**src/rtl/pipeline_hazard_scoreboard.sv**
```systemverilog
// rtl/pipeline_hazard_scoreboard.sv - issue-side hazard scoreboard: stall/bubble, forwarding selects,
// multi-cycle EX freeze and saturating stall-cycle counter.
module pipeline_hazard_scoreboard #(
    parameter int REG_ADDR_W  = 5,
    parameter int WB_DEPTH    = 3,
    parameter int FWD_EN      = 1,
    parameter int MC_CNT_W    = 4,
    parameter int STALL_CNT_W = 16
) (
    input  logic                            clk,
    input  logic                            rst,
    input  logic                            issue_valid,
    input  logic [REG_ADDR_W-1:0]           issue_rs1,
    input  logic [REG_ADDR_W-1:0]           issue_rs2,
    input  logic                            issue_rs1_used,
    input  logic                            issue_rs2_used,
    input  logic [REG_ADDR_W-1:0]           issue_rd,
    input  logic                            issue_wr_en,
    input  logic                            issue_is_load,
    input  logic [MC_CNT_W-1:0]             issue_mc_cycles,
    input  logic                            flush,
    output logic                            fetch_en,
    output logic                            decode_latch_en,
    output logic                            pipe_en,
    output logic                            bubble,
    output logic [$clog2(WB_DEPTH+1)-1:0]   fwd_sel_rs1,
    output logic [$clog2(WB_DEPTH+1)-1:0]   fwd_sel_rs2,
    output logic                            mc_busy,
    output logic [STALL_CNT_W-1:0]          stall_cycles
);

    localparam int FSEL_W = $clog2(WB_DEPTH+1);

    logic [WB_DEPTH-1:0]   ent_valid;
    logic [WB_DEPTH-1:0]   ent_load;
    logic [REG_ADDR_W-1:0] ent_rd [WB_DEPTH];
    logic [MC_CNT_W-1:0]   mc_cnt;

    logic                  mc_active;
    logic                  stall;
    logic                  accept;
    logic [REG_ADDR_W-1:0] src      [2];
    logic                  src_used [2];
    logic                  haz      [2];
    logic [FSEL_W-1:0]     sel      [2];

    assign mc_active   = (mc_cnt != '0);
    assign src[0]      = issue_rs1;
    assign src[1]      = issue_rs2;
    assign src_used[0] = issue_rs1_used;
    assign src_used[1] = issue_rs2_used;

    // Scan oldest to youngest so the youngest matching entry has the final say.
    // The op frozen in EX cannot forward until its last EX cycle (mc_cnt == 0).
    always_comb begin
        for (int s = 0; s < 2; s++) begin
            haz[s] = 1'b0;
            sel[s] = '0;
            for (int k = WB_DEPTH-1; k >= 0; k--) begin
                if (src_used[s] && (src[s] != '0) && ent_valid[k] && (ent_rd[k] == src[s])) begin
                    if ((FWD_EN == 0) || ((k == 0) && (ent_load[k] || mc_active))) begin
                        haz[s] = 1'b1;
                        sel[s] = '0;
                    end else begin
                        haz[s] = 1'b0;
                        sel[s] = FSEL_W'(k + 1);
                    end
                end
            end
        end
    end

    assign stall  = issue_valid && !flush && (haz[0] || haz[1]);
    assign accept = issue_valid && !flush && !stall;

    always_comb begin
        fetch_en        = 1'b0;
        decode_latch_en = 1'b0;
        pipe_en         = 1'b0;
        bubble          = 1'b0;
        mc_busy         = 1'b0;
        fwd_sel_rs1     = '0;
        fwd_sel_rs2     = '0;
        if (!rst) begin
            mc_busy         = mc_active;
            pipe_en         = !mc_active;
            fetch_en        = !stall && !mc_active;
            decode_latch_en = !stall && !mc_active;
            bubble          = !mc_active && (stall || flush || !issue_valid);
            fwd_sel_rs1     = sel[0];
            fwd_sel_rs2     = sel[1];
        end
    end

    // While a multi-cycle op holds EX the tracked stages freeze; a concurrent
    // flush only concerns the younger op in decode, so it has nothing to kill here.
    always_ff @(posedge clk) begin
        if (rst) begin
            ent_valid <= '0;
            mc_cnt    <= '0;
        end else if (!mc_active) begin
            for (int k = 1; k < WB_DEPTH; k++) begin
                ent_valid[k] <= ent_valid[k-1];
                ent_load[k]  <= ent_load[k-1];
                ent_rd[k]    <= ent_rd[k-1];
            end
            ent_valid[0] <= accept && issue_wr_en;
            ent_load[0]  <= issue_is_load;
            ent_rd[0]    <= issue_rd;
            if (accept) begin
                mc_cnt <= issue_mc_cycles;
            end
        end else begin
            mc_cnt <= mc_cnt - MC_CNT_W'(1);
        end
    end

    always_ff @(posedge clk) begin
        if (rst) begin
            stall_cycles <= '0;
        end else if ((stall || mc_active) && (stall_cycles != '1)) begin
            stall_cycles <= stall_cycles + STALL_CNT_W'(1);
        end
    end

endmodule

```
**config.mk**
```make
export PLATFORM = sky130hd
export DESIGN_NAME = pipeline_hazard_scoreboard
export DESIGN_NICKNAME = d
export VERILOG_FILES = /design/src/rtl/pipeline_hazard_scoreboard.sv
export SDC_FILE = /design/constraint.sdc
export NUM_CORES = 1
export LEC_CHECK = 0
export CELL_PAD_IN_SITES_DETAIL_PLACEMENT = 0
export CELL_PAD_IN_SITES_GLOBAL_PLACEMENT = 1
export CORE_MARGIN = 2
export CORE_UTILIZATION = 41
export CTS_CLUSTER_SIZE = 12
export DETAILED_ROUTE_END_ITERATION = 8
export PLACE_DENSITY = 0.89
export SYNTH_ARGS = -nofsm -noshare
export SYNTH_HDL_FRONTEND = slang
export SYNTH_SLANG_ARGS = --single-unit
```
**constraint.sdc**
```tcl
create_clock -name clk -period 5 [get_ports clk]
set_input_delay 1 -clock clk [delete_from_list [all_inputs] [get_ports clk]]
set_output_delay 1 -clock clk [all_outputs]
set_load 0.05 [all_outputs]
```
After elaboration in Yosys (flattened, before gate mapping)
Memory sizes are Yosys's and may differ from the RTL's.
Index checks and enable logic that the tools add are counted.
Storage, ports and cells
  register bits: 24
  memory bits (writable): 15
  input bits: 27
  output and inout port bits: 25
  logic and storage cells: 72
  memories kept: 1
Memory list
  ent_rd: words 3, bits a word 5, read ports 3, clocked after memory_dff 0, write ports 3, line 36  | logic [REG_ADDR_W-1:0] ent_rd [WB_DEPTH];
Cells by class
  add/sub/neg operators: 2
  equal/unequal tests: 7
  muxes and demuxes: 21
  bitwise logic cells: 2
  reduce and logical (&&, ||, !) cells: 35
Operators by type and width (number)
  5-bit == test: 6
  1-bit logical AND: 21
  16-bit by 1-bit adder with 16-bit output (second input constant): 1
  2-bit 2-to-1 mux: 8
  16-bit != test (second input constant): 1
  1-bit 2-to-1 mux: 11
  5-bit nonzero test: 2
  4-bit 2-to-1 mux: 2
  1-bit logical OR: 5
  1-bit zero test: 4
  4-bit nonzero test: 1
  4-bit by 1-bit subtractor with 4-bit output (second input constant): 1
  1-bit NOT: 2
  2-bit AND reduction: 1
  2-bit nonzero test: 1

Depth between registers and ports, before layout
Gate-level depths: netlist (run 1).
  word-level depth: 11
  mapped depth: 7
  gate-level depth less buffers: 7

Worst setup path before layout (run 1)
OpenSTA, ideal clock, no wires.
  path kind: input to output
  from: input rst
  to: output bubble
  data arrival time: 3.893 ns
  data required time: 4.000 ns
  slack: 0.107 ns
  stages on the path: 3
  path buffers: 1
  cell sequence: clkbuf_1 -> nor2_1 -> a21boi_0
Between the ends
  cells in the longest elaborated chain, start to end: 1
RTL lines
  from (decl): line 11  | input logic rst,
  1-bit 2-to-1 mux: line 84  | if (!rst) begin
  to (decl): line 25  | output logic bubble,
No other way between the ends.

Worst setup path after layout (run 1)
  from: input issue_rs1[2]
  to: output fwd_sel_rs1[1]
Between the ends
  cells in the longest elaborated chain, start to end: 8
  elaborated cells on any way between the ends: 15
  those cells by class: 3 x eq/ne; 4 x mux; 8 x reduce/logical
RTL lines
  from (decl): line 13  | input logic [REG_ADDR_W-1:0] issue_rs1,
  5-bit nonzero test: line 60  | if (src_used[s] && (src[s] != '0) && ent_valid[k] && (ent_rd[k] == src[s])) begin
  1-bit logical AND (3 in a row): line 60
  2-bit 2-to-1 mux (2 in a row): line 60
  2-bit 2-to-1 mux *: line 60
  2-bit 2-to-1 mux *: line 84
  to (decl): line 26  | output logic [$clog2(WB_DEPTH+1)-1:0] fwd_sel_rs1,
Every way passes the cells marked *; elsewhere a longest branch is shown, timed or not.

==> impl_metrics.sql, run 1 <==
INSERT INTO impl_metrics (metric_group, metric, value, unit) VALUES
('status', 'status', 'completed', ''),
('cts', 'clock_tree.buffer_depth', '2', ''),
('setup_path', 'critical_path_arrival', '3.54', 'ns'),
('logic_synthesis', 'largest_family_of_logic_cells_by_synthesized_area', 'simple AND/OR/NAND/NOR gates', ''),
('logic_synthesis', 'synth_mux_area_frac', '0.0531', ''),
('global_routing', 'number_of_antenna_violations_at_the_first_check_in_global_routing', '0', ''),
('setup_path', 'cp-start-kind', 'input port', ''),
('logic_synthesis', 'synth_edf_count', '16', ''),
('layout', 'layout.cells.most_common_list', 'sky130_fd_sc_hd__clkdlybuf4s50_1, sky130_fd_sc_hd__nor2_1, sky130_fd_sc_hd__dfxtp_1', ''),
('cts', 'cts_root_buf', 'sky130_fd_sc_hd__clkbuf_8', ''),
('setup_path', 'critical_path.most_common_cell', 'sky130_fd_sc_hd__clkdlybuf4s50_1', ''),
('worst_hold_path', 'number_of_cells_on_the_worst_hold_path', '2', ''),
('setup_path', 'timing.reg2reg.worst_path_depth', '6', ''),
('die', 'design.portCount', '52', ''),
('drt', 'postRouteAntennaNets', '0', ''),
('logic_synthesis', 'adder_cell_area_share_of_the_yosys_netlist', '0.0161', ''),
('logic_synthesis', 'net_count_after_synthesis', '272', ''),
('sta', 'post-route-period-util', '0.908', ''),
('sta', 'timing.clock.skew', '0.00371', 'ns'),
('drt', 'post_drt_via_cell_ratio', '5.40', ''),
('logic_synthesis', 'synthFlopType', 'sky130_fd_sc_hd__dfxtp_1', ''),
('cts', 'number_of_levels_in_the_clock_h_tree', '2', ''),
('global_routing', 'met2_routing_resource_usage_after_global_routing', '0.282', ''),
('global_routing', 'grt_start_max_net_pins', '20', ''),
('sta', 'rsz0062_at_grt', 'no', ''),
('logic_synthesis', 'yosys.area_share.xor_xnor', '0.120', ''),
('setup_path', 'worst-setup-path-type', 'input port to output pin', ''),
('sta', 'max-slew-margin-rel', '0.582', ''),
('setup_path', 'critical_path.reg2reg.endpoint', 'stall_cycles[14]', ''),
('global_routing', 'grt_use_met3', '0.0351', ''),
('global_routing', 'first_global_vias', '1799', ''),
('sta', 'final.hold.worst_slack', '0.502', 'ns'),
('run', 'max-cap-violations', '0', ''),
('logic_synthesis', 'ys_async_sr_fraction', '0', ''),
('layout', 'final_cell_area', '3070', 'um^2'),
('cts', 'cts_setup_buffers', '0', ''),
('logic_synthesis', 'synth-simple-area-share', '0.230', ''),
('sta', 'timing.final.hold_violations', '0', ''),
('global_routing', 'grt_first_pass_wirelength', '9210', 'um'),
('drt', 'remaining_drc_errors', '0', ''),
('sta', 'fmaxAchievable', '220', 'MHz'),
('power', 'ir_drop', '0.254', 'mV'),
('setup_path', 'end_kind', 'output pin', ''),
('setup_path', 'crit_path_max_incr_delay', '0.85', 'ns'),
('setup_path', 'timing.critical_path.slowest_stage_cell', 'sky130_fd_sc_hd__clkdlybuf4s50_1', ''),
('logic_synthesis', 'synthesis.instances', '242', ''),
('setup_path', 'timing.critical_path.cells', 'clkdlybuf4s50_1 > or4_1 > o21ai_2 > nor3_4 > nor3b_1 > clkdlybuf4s50_1', ''),
('placement', 'port_buffers', '51', ''),
('cts', 'post_cts_hold_buffer_count', '0', ''),
('logic_synthesis', 'syn_area_per_cell', '9.64', 'um^2'),
('power', 'p_leak', '1.05', 'nW'),
('setup_path', 'origin_of_the_critical_flop_to_flop_path', 'ent_rd[0][3]', ''),
('layout', 'stdcell_count', '369', ''),
('drt', 'drt_wirelength', '5550', 'um'),
('cts', 'post_cts_resize_count', '0', ''),
('logic_synthesis', 'synth.cell_area', '2330', 'um^2'),
('setup_path', 'cp.required', '4.00', 'ns'),
('power', 'power-per-cell-area', '347', 'nW/um^2'),
('logic_synthesis', 'ys_seq_elements', '39', ''),
('cts', 'clkSinkCount', '39', ''),
('sta', 'post-route-min-period', '4.54', 'ns'),
('global_routing', 'grtUsageMet1', '0.267', ''),
('layout', 'drive_above_1_share', '0.114', ''),
('placement', 'routabilityCongestion', '0.903', ''),
('layout', 'nNetsFinal', '326', ''),
('worst_hold_path', 'min_to', 'ent_valid[2]', ''),
('die', 'floorplan.initialDensity', '0.424', ''),
('logic_synthesis', 'compound_gate_fraction_of_synth_area', '0.153', ''),
('layout', 'synthToLayoutAreaGrowth', '31.7', '%'),
('drt', '1st_iter_drt_viols', '155', ''),
('sta', 'worst_slew_pin_slew', '0.626', 'ns');
per-layer routing:
| metal | vias to the layer above | wire (um) | share of wire |
|---|---|---|---|
| met4 | 0 | 14 | 0.0025 |
| li1 | 1002 | - | - |
| met3 | 2 | 288 | 0.052 |
| met1 | 926 | 2650 | 0.48 |
| met5 | - | 0 | 0 |
| met2 | 63 | 2600 | 0.47 |
worst max path at each step:
stage                  from             end  slack [ns]  cells after the start
6_report       issue_rs1[2]  fwd_sel_rs1[1]        0.46                      6
5_1_grt        issue_rs1[1]  fwd_sel_rs1[1]        0.37                      6
4_1_cts        issue_rs1[1]  fwd_sel_rs1[1]        0.47                      6
3_5_place_dp   issue_rs1[1]  fwd_sel_rs1[1]        0.48                      6
3_3_place_gp   issue_rs1[1]  fwd_sel_rs1[1]        0.50                      6
2_1_floorplan           rst          bubble        0.11                      3
report_power, final:
group          switching, mW  internal [mW]
Sequential            0.0536          0.395
Combinational          0.233          0.172
Clock                  0.116         0.0970
registers in the layout, summed over array words and instances (netlist names):
register,count
stall_cycles,16
ent_rd,15
mc_cnt,4
ent_load,1
ent_valid,3
metrics by stage:
step           setup slack, ns   util  power, mW
2_1_floorplan            0.107      -      0.716
3_3_place_gp             0.502  0.541      0.856
4_1_cts                  0.474  0.558       1.08
3_5_place_dp             0.480  0.541      0.863
6_report                 0.462  0.558       1.07
5_1_grt                  0.370  0.558       1.13
layout make-up:
| class | count | area, um^2 |
|---|---|---|
| fill | 483 | 2440 |
| multi-input combinational | 191 | 1340 |
| sequential | 39 | 941 |
| timing repair buffer | 55 | 601 |
| tap | 72 | 90.1 |
| clock buffer | 5 | 68.8 |
| clock inverter | 3 | 20.0 |
| inverter | 4 | 15.0 |
logic make-up (layout without fill, tap and decap cells):
logic type | count (synthesis) | after routing
AOI/OAI and AO/OA | 49 | 49
xor gates and xnor gates | 32 | 32
adders and majority gates | 3 | 3
buffers and inverters | 12 | 67
DFF | 39 | 39
muxes | 11 | 11
and+or+nand+nor | 96 | 96
worst min-delay path: cells and delay by family (launching register included):
kind	cells	cell delay, ns
flops	1	0.34
compound gates	1	0.05
simple gates	1	0.06
cells in the mapped netlist (4+ instances only):
cell,instances,share of area
sky130_fd_sc_hd__xnor2_1,22,0.083
sky130_fd_sc_hd__xor2_1,10,0.038
sky130_fd_sc_hd__mux2_2,4,0.019
sky130_fd_sc_hd__nand3_1,11,0.024
sky130_fd_sc_hd__nor2b_1,12,0.032
sky130_fd_sc_hd__mux2_1,7,0.034
sky130_fd_sc_hd__inv_1,4,0.0064
sky130_fd_sc_hd__nand2_1,17,0.027
sky130_fd_sc_hd__nor2_1,24,0.039
sky130_fd_sc_hd__clkbuf_1,6,0.0097
sky130_fd_sc_hd__nand4_1,10,0.027
sky130_fd_sc_hd__a21oi_1,20,0.043
sky130_fd_sc_hd__edfxtp_1,16,0.21
sky130_fd_sc_hd__o211ai_1,4,0.013
sky130_fd_sc_hd__dfxtp_1,23,0.20
Power figures use the tool's default switching activity.
==> inputs of run 2 (changes only) <==
--- a/config.mk
+++ b/config.mk
@@ -8,10 +8,11 @@
 export CELL_PAD_IN_SITES_DETAIL_PLACEMENT = 0
 export CELL_PAD_IN_SITES_GLOBAL_PLACEMENT = 1
 export CORE_MARGIN = 2
-export CORE_UTILIZATION = 41
+export CORE_UTILIZATION = 51
 export CTS_CLUSTER_SIZE = 12
 export DETAILED_ROUTE_END_ITERATION = 8
-export PLACE_DENSITY = 0.89
+export DONT_BUFFER_PORTS = 1
+export PLACE_DENSITY = 0.87
 export SYNTH_ARGS = -nofsm -noshare
 export SYNTH_HDL_FRONTEND = slang
 export SYNTH_SLANG_ARGS = --single-unit
==> run 2 against run 1 <==
  * Maximum frequency is 18% higher
  * Power grew 1.5%
  * Global-route usage grew 1.8 points
  * Clock-buffer cell count stayed put
  * Die area down 19%
  * Combinational power shrank 27%
  * Sequential cell count is the same
  * Wire length fell by 9.4%
  * Via count down 9.1%
  * Clock skew decreased by 0.0016 ns
  * Register-to-register slack got worse by 0.37 ns
  * Critical endpoint is now fwd_sel_rs1[0]
==> impl_metrics.sql, run 2 (same netlist as run 1, synthesis figures left out) <==
INSERT INTO impl_metrics (metric_group, metric, value, unit) VALUES
('layout', 'register_containing_the_most_flip_flops_in_the_final_layout', 'stall_cycles', ''),
('power', 'power_report.internal_total', '0.701', 'mW'),
('cts', 'insertion_delay_of_the_later_clocked_pin_in_the_worst_skew_pair', '0.29', 'ns'),
('power', 'switching_power', '0.381', 'mW'),
('setup_path', 'critical_path_arrival', '2.84', 'ns'),
('layout', 'max_ffs_per_register', '16', ''),
('placement', 'routabilityCongestion', '0.913', ''),
('drt', 'route.detailed.wl_per_inst', '16.8', 'um'),
('sta', 'rsz0062_at_grt', 'no', ''),
('die', 'design.portCount', '52', ''),
('sta', 'timing_max_transition_violations_final', '0', ''),
('placement', 'port_buffers', '0', ''),
('sta', 'setup-violations-final', '0', ''),
('status', 'status', 'completed', ''),
('setup_path', 'reg2reg_slack', '2.26', 'ns'),
('sta', 'post-route-period-util', '0.769', ''),
('cts', 'cts_inserted_buffers', '5', ''),
('cts', 'clkSinkCount', '39', ''),
('global_routing', 'grt.overflow.total', '0', ''),
('drt', '1st_iter_drt_viols', '83', ''),
('layout', 'nNetsFinal', '277', ''),
('global_routing', 'number_of_antenna_violations_at_the_first_check_in_global_routing', '0', ''),
('sta', 'finalSetupTns', '0', 'ns'),
('power', 'clkPwrFrac', '0.291', ''),
('power', 'ir_drop', '0.382', 'mV'),
('power', 'power_switching_share', '0.352', ''),
('power', 'p_leak', '0.876', 'nW'),
('cts', 'cts_setup_buffers', '0', ''),
('global_routing', 'first_global_vias', '1599', ''),
('layout', 'antenna_cells', '0', ''),
('sta', 'timing.final.hold_violations', '0', ''),
('setup_path', 'worst-path-max-fanout', '9', ''),
('layout', 'drive_above_1_share', '0.133', ''),
('placement', 'placed_cell_area', '2410', 'um^2'),
('setup_path', 'worst-setup-path-type', 'input port to output pin', ''),
('die', 'die-area', '5130', 'um^2'),
('power', 'power_frac_comb', '0.272', ''),
('layout', 'largest_registers', 'stall_cycles: 16 flops, ent_rd: 15 flops, mc_cnt: 4 flops', ''),
('drt', 'post_drt_via_cell_ratio', '6.04', ''),
('die', 'die_w', '71.6', 'um'),
('die', 'chipHeight', '71.6', 'um'),
('layout', 'synthToLayoutAreaGrowth', '9.33', '%'),
('sta', 'max-slew-margin-rel', '0.312', ''),
('die', 'fp.coreArea', '4380', 'um^2'),
('drt', 'drt_pass1_iterations', '4', ''),
('cts', 'cts_root_buf', 'sky130_fd_sc_hd__clkbuf_8', ''),
('sta', 'timing.clock.skew', '0.00215', 'ns'),
('layout', 'final_cell_area', '2550', 'um^2'),
('power', 'p_seq_frac', '0.437', ''),
('worst_hold_path', 'worst_min_delay_path_category', 'flop to flop', ''),
('global_routing', 'groute.usage.overall', '0.204', ''),
('global_routing', 'grt_start_max_net_pins', '39', ''),
('die', 'floorplan.initialDensity', '0.532', ''),
('setup_path', 'cp-start-kind', 'input port', ''),
('layout', 'layout.cells.most_common_list', 'sky130_fd_sc_hd__nor2_1, sky130_fd_sc_hd__dfxtp_1, sky130_fd_sc_hd__xnor2_1', ''),
('global_routing', 'grt_first_pass_wirelength', '8040', 'um'),
('cts', 'number_of_levels_in_the_clock_h_tree', '2', ''),
('cts', 'clock_tree.buffer_depth', '2', ''),
('cts', 'worst_setup_hold_path_clk_slew', '0.08', 'ns'),
('sta', 'worst_slew_pin_slew', '1.03', 'ns'),
('drt', 'remaining_drc_errors', '0', ''),
('sta', 'fmaxAchievable', '260', 'MHz'),
('placement', 'detailed_place_hpwl', '3720', 'um'),
('sta', 'post-route-min-period', '3.84', 'ns'),
('setup_path', 'end_kind', 'output pin', ''),
('die', 'fp-row-count', '24', ''),
('cts', 'post_cts_hold_buffer_count', '0', ''),
('run', 'max-cap-violations', '0', ''),
('layout', 'final.fill_count', '378', ''),
('setup_path', 'cp.required', '4.00', 'ns'),
('cts', 'tritoncts_clock_tree', 'done', ''),
('drt', 'drt_wirelength', '5030', 'um'),
('power', 'power-per-cell-area', '424', 'nW/um^2'),
('drt', 'via_count', '1811', ''),
('cts', 'post_cts_resize_count', '0', ''),
('drt', 'postRouteAntennaNets', '0', '');
-- run 2: cell types whose count changed in the layout (fill, tap and decap cells not counted) --
cell / change
sky130_fd_sc_hd__nor3b_2: +2
sky130_fd_sc_hd__nor2_2: +1
sky130_fd_sc_hd__nor2_1: -1
sky130_fd_sc_hd__clkinvlp_4: -1
sky130_fd_sc_hd__clkinv_2: -1
sky130_fd_sc_hd__a21boi_0: -1
sky130_fd_sc_hd__bufinv_16: +2
sky130_fd_sc_hd__nor3b_1: -2
sky130_fd_sc_hd__buf_4: +2
sky130_fd_sc_hd__a21boi_1: +1
sky130_fd_sc_hd__clkdlybuf4s50_1: -45
sky130_fd_sc_hd__buf_12: -6
-- run 2: critical path, cell delays in order --
cell and delay [ns]:
sky130_fd_sc_hd__or4_1 0.55, sky130_fd_sc_hd__o21ai_2 0.23, sky130_fd_sc_hd__nor3_4 0.12, sky130_fd_sc_hd__or4b_1 0.52, sky130_fd_sc_hd__a21oi_1 0.19, sky130_fd_sc_hd__buf_4 0.22
-- run 2: power by group through the flow --
stage	Sequential [mW]	Combinational, mW	Clock, mW
2_1_floorplan	0.465	0.250	0
3_3_place_gp	0.479	0.288	0
3_5_place_dp	0.480	0.294	0
4_1_cts	0.472	0.296	0.320
5_1_grt	0.480	0.326	0.336
6_report	0.473	0.295	0.315
-- run 2: layer usage --
metal	GRT usage	part of all wire	vias up	routed length, um
met5	0	0	-	0
li1	-	-	896	-
met2	0.267	0.42	46	2120
met1	0.314	0.51	863	2540
met3	0.0577	0.058	6	291
met4	0.0818	0.015	0	73
-- run 2: final cells by class --
| class | instances | area (um^2) | area share |
|---|---|---|---|
| Timing Repair Buffer | 6 | 45.0 | 0.0177 |
| Sequential cell | 39 | 941 | 0.369 |
| Inverter | 4 | 15.0 | 0.00589 |
| Clock buffer | 5 | 68.8 | 0.0270 |
| Multi-Input combinational cell | 191 | 1350 | 0.528 |
| Clock inverter | 3 | 67.6 | 0.0265 |
| Tap cell | 52 | 65.1 | 0.0255 |
-- run 2: through the flow --
step | hold slack, ns | std cells | worst slack, ns | util | power (mW)
2_1_floorplan | 0.450 | 242 | 0.107 | - | 0.716
3_3_place_gp | 0.482 | 292 | 1.17 | 0.551 | 0.768
5_1_grt | 0.535 | 300 | 1.10 | 0.582 | 1.14
6_report | 0.503 | 300 | 1.16 | 0.582 | 1.08
4_1_cts | 0.504 | 300 | 1.16 | 0.582 | 1.09
3_5_place_dp | 0.489 | 292 | 1.18 | 0.551 | 0.773
-- run 2: final timing paths --
path	from	to	cells after the start
worst min-delay path	mc_cnt[0]	mc_cnt[0]	1
worst min register to register	mc_cnt[0]	mc_cnt[0]	1
worst max-delay path	issue_rs1[1]	fwd_sel_rs1[0]	6
worst max register to register	stall_cycles[3]	stall_cycles[13]	6
